==> src/rtl/aip_core_endpoint_pkg.sv <==
// Shared definitions for the AIP core endpoint: host config codes, STATUS
// bit positions and controller states.
package aip_core_endpoint_pkg;

    localparam logic [4:0] CFG_DATA_IN  = 5'h00;
    localparam logic [4:0] CFG_DATA_OUT = 5'h01;
    localparam logic [4:0] CFG_LENGTH   = 5'h1D;
    localparam logic [4:0] CFG_STATUS   = 5'h1E;
    localparam logic [4:0] CFG_ID       = 5'h1F;

    localparam int STAT_BUSY   = 0;
    localparam int STAT_DONE   = 1;
    localparam int STAT_INT_EN = 2;

    typedef enum logic [1:0] {
        ST_IDLE = 2'd0,
        ST_RUN  = 2'd1,
        ST_DONE = 2'd2
    } state_t;

    function automatic logic [31:0] status_word(input logic busy,
                                                input logic done,
                                                input logic int_en);
        logic [31:0] w;
        w              = '0;
        w[STAT_BUSY]   = busy;
        w[STAT_DONE]   = done;
        w[STAT_INT_EN] = int_en;
        return w;
    endfunction

endpackage

==> src/rtl/aip_core_endpoint_dpram.sv <==
// Simple dual-port buffer: one write port, one registered read port with
// read enable. A same-address write and read returns the new word.
module aip_dpram #(
    parameter int DEPTH = 16,
    parameter int AW    = $clog2(DEPTH)
) (
    input  logic          clk,
    input  logic          we,
    input  logic [AW-1:0] waddr,
    input  logic [31:0]   wdata,
    input  logic          re,
    input  logic [AW-1:0] raddr,
    output logic [31:0]   rdata
);

    logic [31:0] mem [DEPTH];

    always_ff @(posedge clk) begin
        if (we) begin
            mem[waddr] <= wdata;
        end
        if (re) begin
            rdata <= (we && (waddr == raddr)) ? wdata : mem[raddr];
        end
    end

endmodule

==> src/rtl/aip_core_endpoint.sv <==
// AIP accelerator endpoint: host register file plus a running-sum engine
// that turns in_buf[0..length-1] into prefix sums in out_buf.
//
// state   | meaning
// IDLE    | waiting for start; host may load buffers and length
// RUN     | one prefix-sum word produced per cycle
// DONE    | single cycle that raises done, then back to IDLE
module aip_core_endpoint
    import aip_core_endpoint_pkg::*;
#(
    parameter int          DEPTH   = 16,
    parameter logic [31:0] CORE_ID = 32'hA1B0_0001
) (
    input  logic        clk,
    input  logic        resetn,
    input  logic [31:0] i_aip_dataIn,
    input  logic [4:0]  i_aip_config,
    input  logic        i_aip_read,
    input  logic        i_aip_write,
    input  logic        i_aip_start,
    output logic [31:0] o_aip_dataOut,
    output logic        o_aip_int
);

    localparam int             AW      = $clog2(DEPTH);
    localparam int             LW      = AW + 1;
    localparam logic [LW-1:0]  LEN_MAX = LW'(DEPTH);

    state_t        state;
    logic [AW-1:0] wr_ptr;
    logic [AW-1:0] rd_ptr;
    logic [AW-1:0] idx;
    logic [31:0]   acc;
    logic [LW-1:0] length;
    logic          done;
    logic          int_en;
    logic          done_nxt;
    logic          int_en_nxt;
    logic          busy;

    logic          wr_data_in;
    logic          wr_length;
    logic          wr_status;
    logic          rd_data_out;
    logic          start_go;
    logic          last;
    logic [LW-1:0] len_sat;

    logic [AW-1:0] in_raddr;
    logic [31:0]   in_rdata;
    logic [31:0]   out_rdata;
    logic [31:0]   sum;
    logic          run_we;

    logic [31:0]   reg_rdata;
    logic          rd_sel_mem;

    assign busy        = (state != ST_IDLE);
    assign wr_data_in  = i_aip_write && (i_aip_config == CFG_DATA_IN) && !busy;
    assign wr_length   = i_aip_write && (i_aip_config == CFG_LENGTH) && !busy;
    assign wr_status   = i_aip_write && (i_aip_config == CFG_STATUS);
    assign rd_data_out = i_aip_read && (i_aip_config == CFG_DATA_OUT);
    assign start_go    = i_aip_start && !busy;
    assign last        = ({1'b0, idx} == (length - LW'(1)));
    assign len_sat     = (i_aip_dataIn > 32'(DEPTH)) ? LEN_MAX : i_aip_dataIn[LW-1:0];

    // in_buf is read one word ahead so in_rdata already holds in_buf[idx]
    // in every RUN cycle; IDLE keeps word 0 queued for the first cycle.
    assign in_raddr = (state == ST_RUN) ? (idx + AW'(1)) : '0;
    assign sum      = acc + in_rdata;
    assign run_we   = (state == ST_RUN);

    aip_dpram #(.DEPTH(DEPTH), .AW(AW)) u_in_buf (
        .clk   (clk),
        .we    (wr_data_in),
        .waddr (wr_ptr),
        .wdata (i_aip_dataIn),
        .re    (1'b1),
        .raddr (in_raddr),
        .rdata (in_rdata)
    );

    aip_dpram #(.DEPTH(DEPTH), .AW(AW)) u_out_buf (
        .clk   (clk),
        .we    (run_we),
        .waddr (idx),
        .wdata (sum),
        .re    (rd_data_out),
        .raddr (rd_ptr),
        .rdata (out_rdata)
    );

    // DONE setting wins over a host clear landing in the same cycle.
    always_comb begin
        done_nxt   = done;
        int_en_nxt = int_en;
        if (wr_status) begin
            int_en_nxt = i_aip_dataIn[STAT_INT_EN];
            if (i_aip_dataIn[STAT_DONE]) begin
                done_nxt = 1'b0;
            end
        end
        if ((state == ST_IDLE) && start_go) begin
            done_nxt = 1'b0;
        end
        if (state == ST_DONE) begin
            done_nxt = 1'b1;
        end
    end

    always_ff @(posedge clk or negedge resetn) begin
        if (!resetn) begin
            state     <= ST_IDLE;
            wr_ptr    <= '0;
            rd_ptr    <= '0;
            idx       <= '0;
            acc       <= '0;
            length    <= LEN_MAX;
            done      <= 1'b0;
            int_en    <= 1'b0;
            o_aip_int <= 1'b0;
        end else begin
            done      <= done_nxt;
            int_en    <= int_en_nxt;
            o_aip_int <= done_nxt & int_en_nxt;

            if (wr_data_in) begin
                wr_ptr <= wr_ptr + AW'(1);
            end
            if (rd_data_out) begin
                rd_ptr <= rd_ptr + AW'(1);
            end
            if (wr_length) begin
                length <= len_sat;
                wr_ptr <= '0;
                rd_ptr <= '0;
            end

            case (state)
                ST_IDLE: begin
                    if (start_go) begin
                        idx    <= '0;
                        acc    <= '0;
                        rd_ptr <= '0;
                        state  <= (length == '0) ? ST_DONE : ST_RUN;
                    end
                end
                ST_RUN: begin
                    acc <= sum;
                    idx <= idx + AW'(1);
                    if (last) begin
                        state <= ST_DONE;
                    end
                end
                ST_DONE: begin
                    state <= ST_IDLE;
                end
                default: begin
                    state <= ST_IDLE;
                end
            endcase
        end
    end

    // Register reads are captured here; DATA_OUT comes from the buffer's
    // own read register, which only moves on a DATA_OUT read.
    always_ff @(posedge clk or negedge resetn) begin
        if (!resetn) begin
            reg_rdata  <= '0;
            rd_sel_mem <= 1'b0;
        end else if (i_aip_read) begin
            rd_sel_mem <= (i_aip_config == CFG_DATA_OUT);
            case (i_aip_config)
                CFG_ID:     reg_rdata <= CORE_ID;
                CFG_STATUS: reg_rdata <= status_word(busy, done, int_en);
                CFG_LENGTH: reg_rdata <= 32'(length);
                default:    reg_rdata <= '0;
            endcase
        end
    end

    assign o_aip_dataOut = rd_sel_mem ? out_rdata : reg_rdata;

endmodule

==> config.mk <==
export PLATFORM = sky130hd
export DESIGN_NAME = aip_core_endpoint
export DESIGN_NICKNAME = d
export VERILOG_FILES = /design/src/rtl/aip_core_endpoint_pkg.sv /design/src/rtl/aip_core_endpoint_dpram.sv /design/src/rtl/aip_core_endpoint.sv
export SDC_FILE = /design/constraint.sdc
export NUM_CORES = 1
export LEC_CHECK = 0
export BUFFER_PORTS_ARGS = -buffer_cell sky130_fd_sc_hd__buf_4
export CAP_MARGIN = 20
export CORE_UTILIZATION = 57
export DETAILED_ROUTE_END_ITERATION = 12
export PLACE_DENSITY_LB_ADDON = 0.25
export SYNTH_ARGS = -nofsm -noshare
export SYNTH_HDL_FRONTEND = slang
export SYNTH_SLANG_ARGS = --single-unit
==> constraint.sdc <==
create_clock -name clk -period 6 [get_ports clk]
set_clock_uncertainty 0.15 [all_clocks]
set_input_delay 1.2 -clock clk [delete_from_list [all_inputs] [get_ports clk]]
set_output_delay 1.2 -clock clk [all_outputs]
set_load 0.05 [all_outputs]
# After elaboration in Yosys (flattened, before gate mapping)
# Memory sizes are Yosys's and may differ from the RTL's. A register that Yosys moved wholly into a read port is not among the register bits.
# Cells that the tools add are included.
# totals
regBits,87
latchBits,0
mem_bits_rw,1024
romBits,0
in_bits,42
out_inout_bits,33
wordCells,73
memories,2
# mem_list
name,words,word_bits,read_ports,rd_clocked_by_memory_dff,wr,line_no,source
u_in_buf.mem,16,32,1,1,1,aip_core_endpoint_dpram.sv:16,logic [31:0] mem [DEPTH];
u_out_buf.mem,16,32,1,1,1,aip_core_endpoint_dpram.sv:16,
# op_classes
addsub,5
n_mul,0
n_div,0
n_lt_le_gt_ge,1
n_eq_ne,9
shifts,0
muxes,27
bitwise,1
n_reduce_logical,17
# op_table
operator,count
one-hot mux 32 bit (3 select lines),1
2-to-1 mux 32 bit,2
one-hot mux 32 bit (2 select lines),1
adder 32 bit,1
"greater-than comparator 32 x 5 -> 1 bit, second input constant",1
2-to-1 mux 4 bit,8
"equality test 5 bit, second input constant",3
"adder 4 x 1 -> 4 bit, second input constant",3
logical NOT 5 bit,2
2-to-1 mux 1 bit,9
logical AND 1 bit,8
one-hot mux 4 bit (2 select lines),1
2-to-1 mux 2 bit,3
nonzero test 2 bit,3
equality test 4 x 5 -> 1 bit,1
"equality test 5 x 1 -> 1 bit, second input constant",1
2-to-1 mux 5 bit,1
"subtractor 5 x 1 -> 5 bit, second input constant",1
"!= test 2 bit, second input constant",2
one-hot mux 2 bit (2 select lines),1
AND reduction 2 bit,2
"equality test 2 x 1 -> 1 bit, second input constant",1
"equality test 2 bit, second input constant",1
logical NOT 2 bit,1
other kinds (2),2

# Depth between registers and ports, before layout
# Gate-level depths: netlist (run 1).
# depth
ltp_word,7
depth_mapped,14
ltp_nobuf,10

# Cells and area by module
# Synthesis (run 1) repeated with hierarchy kept, for this count alone.
# unflattened
cells_unflattened,2295
hier_area_um2,45837.7
# by_module_without_submodules
mod,n_inst,cells_each,area_per_inst_um2,seq_area_each_um2
aip_dpram,2,879,20576.0,16335.7
aip_core_endpoint,1,537,4685.7,1527.7

# Least setup slack after synthesis (run 1)
# No wires, ideal clock.
# synth_timing
path_kind,reg-to-reg
start,reg (tool-made name)
end,mem u_out_buf.mem[0][20] (data pin)
setup_ns,0.489
t_arrival_ns,5.520
t_required_ns,5.361
slack_ns,-0.159
path_stages_with_launch,14
n_path_buf,3
synth_period_minus_slack_ns,6.159
path_cell_list,dfxtp_1 > clkbuf_1 > clkbuf_1 > buf_2 > mux4_2 > mux4_2 > ha_1 > fa_1 > a21o_1 > a31o_2 > a41oi_2 > a21oi_2 > o211a_1 > a2111oi_0
# synth_rtl
element,line_no
"end, declared",aip_core_endpoint_dpram.sv:16

==> results of run 1 <==
-- kinds of logic after synthesis --
logic type,synth area share [%]
AOI/OAI and AO/OA,3.50
xor gates and xnor gates,0.712
adders and majority gates,1.18
buffers and inverters,1.22
DFF,73.5
muxes,16.3
and+or+nand+nor,3.57
-- cell type report --
type                            instances  area [µm²]
Timing Repair Buffer                  161        1280
Sequential cell                      1121       33300
Clock inverter                         50         439
Tap cell                             1050        1310
Clock buffer                          140        2870
Fill cell                            5217       28000
Inverter                               17        63.8
Multi-Input combinational cell        975       11500
Antenna cell                            1        2.50
-- layer usage --
metal	vias to the layer above	GRT usage, %
li1	9578	-
met1	12080	35.6
met2	1000	44.7
met3	184	4.04
met4	2	8.11
met5	-	0
-- power by group --
part	internal (mW)	leakage (nW)	switching, mW
sequential	11.3	10.3	0.322
combinational	2.84	4.42	5.39
clock	3.62	1.60	2.79
-- worst max path at each step --
stage                    from  slack [ps]                         endpoint
global placement    flip-flop         700  u_out_buf.mem[12][29]$_DFFE_PP_
finish              flip-flop         560   u_out_buf.mem[7][23]$_DFFE_PP_
detailed placement  flip-flop         750   u_out_buf.mem[8][27]$_DFFE_PP_
floorplan           flip-flop         310   u_out_buf.mem[0][20]$_DFFE_PP_
global route        flip-flop         380  u_out_buf.mem[14][27]$_DFFE_PP_
CTS                 flip-flop         660  u_out_buf.mem[15][27]$_DFFE_PP_
-- cells in the final DEF, fill, tap and decap left out, types with 17 or more instances in the layout --
cell       instances
a21o_1            17
a21oi_1           43
a22o_1            18
and2_1            26
and2_2            32
buf_4            153
clkbuf_1          28
clkbuf_16        109
clkinv_1          23
dfrtp_1           56
edfxtp_1        1056
ha_1              41
inv_1             17
mux2_2            20
mux4_2           312
nand2_1          103
nand4_1           18
nor2_1            56
nor3_1            24
o21ai_0           30
o31ai_1           22
xnor2_1           17
xor2_1            17
-- worst max-delay path, cell delays in order, from the launching register on --
cell and delay [ps]:
dfxtp_4 370, buf_12 390, mux4_2 580, mux4_2 520, ha_1 320, a211oi_1 280, o21ai_0 290, o21ai_0 590
a211oi_1 260, or2_2 370, xnor2_1 880
-- sequential cells by signal, indices dropped and copies added, names as in the netlist, 2 cells and up, named ones only --
signal / cells
acc: 32
idx: 4
length: 5
rd_ptr: 4
reg_rdata: 6
state: 2
u_in_buf.mem: 512
u_out_buf.mem: 512
u_out_buf.rdata: 32
wr_ptr: 4
-- per-stage QoR --
stage / hold WS [ps] / instances / worst slack [ps]
2_1_floorplan: 300 / 2232 / 307
3_3_place_gp: 326 / 3321 / 696
3_5_place_dp: 337 / 3323 / 753
4_1_cts: 195 / 3513 / 665
5_1_grt: 208 / 3515 / 378
6_report: 220 / 3515 / 564
==> results.md, run 1 <==
- Max_slew headroom: 19.8%
- Distinct cells, synth: 66
- RR Endpoint: u_out_buf.mem[7][23]$_DFFE_PP_
- Most used DFF post-synth: edfxtp_1
- DR iter-0 viols: 2,817
- Fraction of layout cells with a size suffix above 1: 27.8%
- Yosys warning count: 0
- Number of synthesized flops with an enable pin: 1,056
- RSZ-0062 raised after global routing: no
- Yosys reg bits: ~1,100
- Status: finished clean
- Top cells by count, synth: edfxtp_1, mux4_2, nand2_1
- Max layer used: met5
- Pre-antenna DRT Iters: 5
- Final Hold Fails: 0
- Initial Util: 57.4%
- Syn Nets: 2,316
- Global placement routability congestion: about 1
- P_leak: around 16 nW
- Vias: 22,844
- Reg clk slew, reported paths: around 60 ps
- Slew Viols, Final: 0
- Register area share after synthesis: 73.5%
- Deepest clock path buffer count: 3
- Syn_area_per_cell: 20.3 µm²
- R2r setup slk: 560 ps
- Initial antenna violation count: 2
- Number of CTS-inserted buffers: 107
- PD cells: slightly above 500 nW/µm²
- Dpl hpwl: 60,600 µm
- Max_cap viols: 0
- Count leader, synth: edfxtp_1
- Post-synth top area share: 70.0%
- Gate Count Post-Synth: 2,232
- Yosys top cell by area: edfxtp_1
- Synth async-reset ratio: 5.44%
- Vias per inst: 6.50
- CTS resizes: 0
- Post-Route WL: 104,000 µm
- Largest net degree at the start of global routing: 60
- Worst-Skew Late Latency: 680 ps
- Crit path DAT: 5580 ps
- Final nets: 2,467
- Met3 WL: 7180 µm
- Vias in the first global route: 23,677
- Global-route wire length before repair: 155,000 µm
- Post-layout util: 64.4%
- Final setup violating endpoints: 0
- Die ar.: 80,600 µm²
- Die span in x: around 280 µm
- Number of core rows: between 100 and 150
- Top cells by area, synth: edfxtp_1, mux4_2, dfrtp_1
- IO buf count: 74
- Die height: 284 µm
- Post-route ant nets: 0
- Critical path data required time: 6140 ps
- Core box area: 78,900 µm²
- GRT Overall Usage: 26.4%
- Post-route DRC: 0
- IO Pins: 75
- Overall power: between 20 and 30 mW
- Peak supply drop: 399 µV
- Final cycle utilization of the critical path: 90.6%
- Post-CTS setup buffer count: 0
- FMAX: 0.184 GHz
- Setup CP Type: flip-flop to flip-flop
- Hold Path Class: primary input to asynchronous set/reset pin
- P&R area growth vs syn: 12.2%
- Met2 Wirelength: 53,700 µm
- Cell Area, Placed: 47,500 µm²
- Least-Margin Pin Slew: approximately 1200 ps
- Wire per inst: 29.7 µm
- Crit path max fanout: between 50 and 60
- Post-CTS Hold Buffers: 0
- Count of clock tree sinks: approximately 1,100
- Worst R2R Path Depth: 10
- Fin area: between 50,000 and 60,000 µm²
- CTS tree: built
- # H-tree levels: 3
- Crit end category: flip-flop
- Setup TNS: 0 ps
- CP Launch Type: flip-flop
- Clock root buffer: clkbuf_16
- Minimum clock period: about 5400 ps
- GR Overflow Total: 0
- Metal1 wirelength: a little over 40,000 µm
- Mapped Area: ~45,000 µm²
Note: power is estimated with default switching activity, not from simulation.
==> inputs of run 2 (changes only) <==
Settings changed: CORE_UTILIZATION 57 to 59, CTS_BUF_LIST set to sky130_fd_sc_hd__clkbuf_8.
==> run 2 against run 1 <==
Effect of this change:
- largest cell class unchanged
- setup slack better by 7.5 ps
- global-route usage rose by 1.4 points
- first-iteration DRC count is 8.6% lower
- critical path type unchanged
- count of clock-buffer cells in the layout is 34 higher
- critical path depth unchanged
==> results.md, run 2 (same netlist as run 1, synthesis figures left out) <==
- Status: finished clean
- Largest net degree at the start of global routing: 69 (+15%)
- Crit path max fanout: 24 (-59%)
- Clk network pwr share: 22.7% (-1.7 points)
- Max_cap viols: 0 (unchanged)
- Post-route DRC: 0 (unchanged)
- FMAX: 0.184 GHz (+0.14%)
- Number of core rows: 101 (-1.9%)
- Final Hold Fails: 0 (unchanged)
- Minimum clock period: 5430 ps (-7.52 ps)
- Post-route ant nets: 0 (unchanged)
- Die height: 279 µm (-1.7%)
- Dpl hpwl: 61,200 µm (+1.0%)
- Setup TNS: 0 ps (unchanged)
- Deepest clock path buffer count: 3 (unchanged)
- Wire per inst: 29.0 µm (-2.3%)
- Top Registers: u_in_buf.mem (512), u_out_buf.mem (512)
- Crit end category: flip-flop
- Core box area: 75,900 µm² (-3.7%)
- CTS tree: built
- Crit path DAT: 5740 ps (+160 ps)
- Commonest non-fill, non-tap cells in the layout: edfxtp_1, mux4_2, clkbuf_8
- Global-route wire length before repair: 155,000 µm (+0.15%)
- RSZ-0062 raised after global routing: no
- Pre-CTS setup slack: 613 ps (-140 ps)
- Max_slew headroom: 26.7% (+6.9 points)
- Fraction of layout cells with a size suffix above 1: 29.5% (+1.7 points)
- Die span in x: 279 µm (-1.7%)
- Post-Route WL: 105,000 µm (+0.78%)
- Initial antenna violation count: 5 (+3)
- Pre-antenna DRT Iters: 5 (unchanged)
- Clock root buffer: clkbuf_8
- Die ar.: 77,900 µm² (-3.4%)
- Hold Path End: acc[29]$_DFFE_PN0P_
- Count of clock tree sinks: 1,121 (unchanged)
- CP Launch Type: flip-flop
- GRT Overall Usage: 27.8% (+1.4 points)
- GR Overflow Total: 0 (unchanged)
- Sw Share: 33.2% (+0.84 points)
- Post-CTS setup buffer count: 0 (unchanged)
- Vias per inst: 6.41 (-1.4%)
- Worst-Skew Late Latency: 810 ps (+130 ps)
- # H-tree levels: 4 (+1)
- Hold path start: acc[29]$_DFFE_PN0P_
- CTS resizes: 0 (unchanged)
- Least-Margin Pin Slew: 1100 ps (-103 ps)
- Overall power: 25.7 mW (-2.2%)
- Reg power frac: 45.3% (+1.0 points)
- Number of CTS-inserted buffers: 171 (+60%)
- Vias in the first global route: 23,878 (+0.85%)
- DR iter-0 viols: 2,574 (-8.6%)
- Setup CP Type: flip-flop to flip-flop
- Cell Int Power: 17.2 mW (-3.4%)
- Initial Util: 59.7% (+2.2 points)
- Final setup violating endpoints: 0 (unchanged)
- Global placement routability congestion: 0.935 (-5.0%)
- Commonest non-fill, non-tap cell in the layout: edfxtp_1
- Net switching power: 8.53 mW (+0.37%)
- Comb power frac: 32.0% (+0.7 points)
- Slew Viols, Final: 0 (unchanged)
- P_leak: 16.6 nW (+1.9%)
- IO Pins: 75 (unchanged)
- Peak supply drop: 333 µV (-17%)
- PD cells: 507 nW/µm² (-2.0%)
- Post-CTS Hold Buffers: 0 (unchanged)
- Worst R2R Path Depth: 10 (unchanged)
- Final cycle utilization of the critical path: 90.5% (-0.13 points)
- Final worst setup slack: 572 ps (+7.52 ps)
- IO buf count: 74 (unchanged)
- Fill count: 4,832 (-7.4%)
- Hold Path Class: flip-flop to flip-flop
- RR Endpoint: u_out_buf.mem[3][17]$_DFFE_PP_
- Final nets: 2,538 (+2.9%)
- Reg clk slew, reported paths: 60 ps (about the same)
- P&R area growth vs syn: 11.9%
- Critical path data required time: 6310 ps (+170 ps)
- WHS Path Cells: 2
- R2r setup slk: 570 ps (about the same)
- Vias: 23,240 (+1.7%)
run 2: changes by cell type in the layout (fill, tap and decap cells not counted), sizes merged:
cell	change
inv	+69
clkbuf	+33
clkinv	+19
buf	+8
clkinvlp	+1
run 2: area by class of cell:
cell class,instances,area [µm²],area share [%]
clock inverter,139,777,1.53
inverter,17,63.8,0.126
clock buffer,174,2390,4.72
timing repair buffer,168,1340,2.64
antenna,1,2.50,0.00493
tap,1030,1290,2.54
multi-input combinational,975,11500,22.7
sequential,1121,33300,65.7
run 2: worst max path at each step:
| stage | startpoint | depth (start not counted) | to |
|---|---|---|---|
| final | flip-flop | 10 | u_out_buf.mem[3][17]$_DFFE_PP_ |
| after detailed placement | flip-flop | 11 | u_out_buf.mem[4][31]$_DFFE_PP_ |
| after CTS | flip-flop | 11 | u_out_buf.mem[4][30]$_DFFE_PP_ |
| after global placement | flip-flop | 11 | u_out_buf.mem[0][31]$_DFFE_PP_ |
| after floorplan | flip-flop | 13 | u_out_buf.mem[0][20]$_DFFE_PP_ |
| after global routing | flip-flop | 11 | u_out_buf.mem[1][30]$_DFFE_PP_ |
run 2: per-layer routing:
| layer | up-vias | global-route usage (%) | routed length [µm] |
|---|---|---|---|
| li1 | 9777 | - | - |
| met1 | 12266 | 38.3 | 42000 |
| met2 | 1013 | 45.5 | 53100 |
| met3 | 178 | 5.04 | 7520 |
| met4 | 6 | 9.06 | 2490 |
| met5 | - | 0 | 45 |
run 2: per-stage QoR:
| stage | utilization, % | hold slack, ps | std cells | instance area, µm² |
|---|---|---|---|---|
| 2_1_floorplan | - | 300 | 2232 | 45300 |
| 3_3_place_gp | 62.6 | 333 | 3308 | 47500 |
| 3_5_place_dp | 62.6 | 329 | 3308 | 47500 |
| 4_1_cts | 66.7 | 347 | 3621 | 50700 |
| 5_1_grt | 66.8 | 378 | 3625 | 50700 |
| 6_report | 66.8 | 347 | 3625 | 50700 |
run 2: power groups by stage:
stage	clock (mW)	sequential (mW)	combinational (mW)
after detailed placement	0	11.8	8.07
after floorplan	0	11.6	5.23
final	5.85	11.6	8.23
after global routing	6.24	11.7	8.85
after global placement	0	11.8	7.78
after CTS	5.93	11.7	8.11
run 2: critical path, stage by stage (launching register included):
cell and delay, ps:
dfxtp_4 540, buf_4 490, mux4_2 570, mux4_2 520
ha_1 360, o21a_1 300, o211ai_1 270, a21oi_1 80
o21ai_0 600, a21boi_0 350, nor2_1 830
==> inputs of run 3 (changes only) <==
Settings changed: CORE_ASPECT_RATIO set to 0.75.
==> run 3 against run 2 <==
Effect of this change:
- power about the same
- via count up 1.5%
- cell count down 0.52%
- die area about the same
- count of clock-buffer cells in the layout down 2
- utilization up 0.24 points
- maximum frequency down 0.74%
- sequential power about the same
- largest cell class unchanged
- largest power group unchanged
- highest routed layer is now met4
==> results.md, run 3 (same netlist as run 1, synthesis figures left out) <==
- Status: finished clean
- Crit path max fanout: 31 (+29%)
- CTS resizes: 0 (unchanged)
- Post-route ant nets: 0 (unchanged)
- Post-CTS Hold Buffers: 0 (unchanged)
- Number of CTS-inserted buffers: 164 (-4.1%)
- Max_cap viols: 0 (unchanged)
- Initial Util: 60.0% (+0.32 points)
- Cell Area, Placed: 47,600 µm² (about the same)
- Fraction of layout cells with a size suffix above 1: 29.6% (+0.099 points)
- Post-route DRC: 0 (unchanged)
- R2r setup slk: 530 ps (-40 ps)
- P_leak: 16.6 nW (-0.53%)
- GR Overflow Total: 0 (unchanged)
- CTS tree: built
- GRT Overall Usage: 28.0% (+0.22 points)
- Post-Route WL: 106,000 µm (+0.91%)
- Initial antenna violation count: 2 (-3)
- Pre-antenna DRT Iters: 9 (+4)
- Core box area: 75,500 µm² (-0.53%)
- Wire per inst: 29.4 µm (+1.4%)
- # H-tree levels: 4 (unchanged)
- Die height: 242 µm (-13%)
- Worst-Skew Late Latency: 820 ps (about the same)
- Final cycle utilization of the critical path: 91.1% (+0.67 points)
- Post-CTS setup buffer count: 0 (unchanged)
- FMAX: 0.183 GHz (-0.74%)
- Commonest non-fill, non-tap cells in the layout: edfxtp_1, mux4_2, clkbuf_8
- Vias: 23,582 (+1.5%)
- Global placement routability congestion: 0.947 (+1.3%)
- Minimum clock period: 5470 ps (+40.4 ps)
- Count of clock tree sinks: 1,121 (unchanged)
- Setup CP Type: flip-flop to flip-flop
- Final nets: 2,536 (-0.079%)
- Global-route wire length before repair: 156,000 µm (+0.36%)
- Worst R2R Path Depth: 11 (+1)
- RSZ-0062 raised after global routing: no
- Least-Margin Pin Slew: 1060 ps (-38.4 ps)
- P&R area growth vs syn: 11.7%
- Critical path data required time: 6330 ps (+20 ps)
- Hold Path Class: primary input to asynchronous set/reset pin
- Vias in the first global route: 23,738 (-0.59%)
- Fin area: 50,600 µm² (-0.18%)
- Deepest clock path buffer count: 3 (unchanged)
- Commonest non-fill, non-tap cell in the layout: edfxtp_1
- Crit end category: flip-flop
- Peak supply drop: 393 µV (+18%)
- IO buf count: 74 (unchanged)
- Crit path DAT: 5800 ps (+60 ps)
- Max_slew headroom: 29.1% (+2.4 points)
- RR Endpoint: u_out_buf.mem[14][22]$_DFFE_PP_
- Largest net degree at the start of global routing: 69 (unchanged)
- Final setup violating endpoints: 0 (unchanged)
- Clock root buffer: clkbuf_8
- Setup TNS: 0 ps (unchanged)
- DR iter-0 viols: 3,041 (+18%)
- Slew Viols, Final: 0 (unchanged)
- Number of core rows: 87 (-14%)
- Final Hold Fails: 0 (unchanged)
- PD cells: 508 nW/µm² (+0.21%)
- Die span in x: 322 µm (+15%)
- Top Registers: u_in_buf.mem (512), u_out_buf.mem (512)
- Vias per inst: 6.54 (+2.0%)
- IO Pins: 75 (unchanged)
- CP Launch Type: flip-flop
- Dpl hpwl: 61,500 µm (+0.37%)
- Reg clk slew, reported paths: 60 ps (about the same)
- Die ar.: 77,900 µm² (about the same)
-- run 3: cell count changes in the layout (fill, tap and decap cells not counted), sizes merged --
cell / before / now
bufinv: 6 / 5
clkbuf: 174 / 173
buf: 168 / 172
clkinv: 54 / 53
clkinvlp: 6 / 7
inv: 90 / 76
-- run 3: area by class of cell --
cell class	instances	area [µm²]
Timing Repair Buffer	173	1390
Clock inverter	124	669
Tap cell	1023	1280
Fill cell	4874	24900
Antenna cell	1	2.50
Inverter	17	63.8
Clock buffer	172	2370
Multi-Input combinational cell	975	11500
Sequential cell	1121	33300
-- run 3: critical path, cell delays in order (launching register included) --
cell and delay [ps]:
dfxtp_4 570, buf_12 340, mux4_2 560, mux4_2 490, ha_1 460, nand3_1 160, o2bb2ai_1 290, a41oi_1 290
a211oi_1 870, nor3_1 90, buf_4 190, nor2_1 650
-- run 3: report_power, final --
group | switching [mW] | internal, mW
Clock | 2.84 | 2.87
Combinational | 5.44 | 2.93
Sequential | 0.320 | 11.3
-- run 3: worst max-delay path by stage --
stage	startpoint	to	slack, ps	cells past startpoint
6_report	flip-flop	u_out_buf.mem[14][22]$_DFFE_PP_	530	11
5_1_grt	flip-flop	u_out_buf.mem[3][22]$_DFFE_PP_	190	11
4_1_cts	flip-flop	u_out_buf.mem[4][28]$_DFFE_PP_	530	11
3_5_place_dp	flip-flop	u_out_buf.mem[4][28]$_DFFE_PP_	550	11
3_3_place_gp	flip-flop	u_out_buf.mem[6][28]$_DFFE_PP_	670	11
2_1_floorplan	flip-flop	u_out_buf.mem[0][20]$_DFFE_PP_	310	13
-- run 3: through the flow --
step	instances	hold WS, ps	utilization [%]	total power [mW]	setup WS (ps)
6_report	3606	348	67.0	25.7	532
5_1_grt	3606	362	67.0	26.8	187
4_1_cts	3602	329	67.0	25.7	533
3_5_place_dp	3306	339	63.0	20.0	555
3_3_place_gp	3306	331	63.0	19.7	675
2_1_floorplan	2232	300	-	16.8	307
-- run 3: metal layers --
| metal | global-route usage (%) | routed length [µm] |
|---|---|---|
| met5 | 0 | 0 |
| met1 | 42.2 | 44200 |
| met2 | 41.3 | 49200 |
| met3 | 6.85 | 10500 |
| met4 | 8.14 | 2140 |
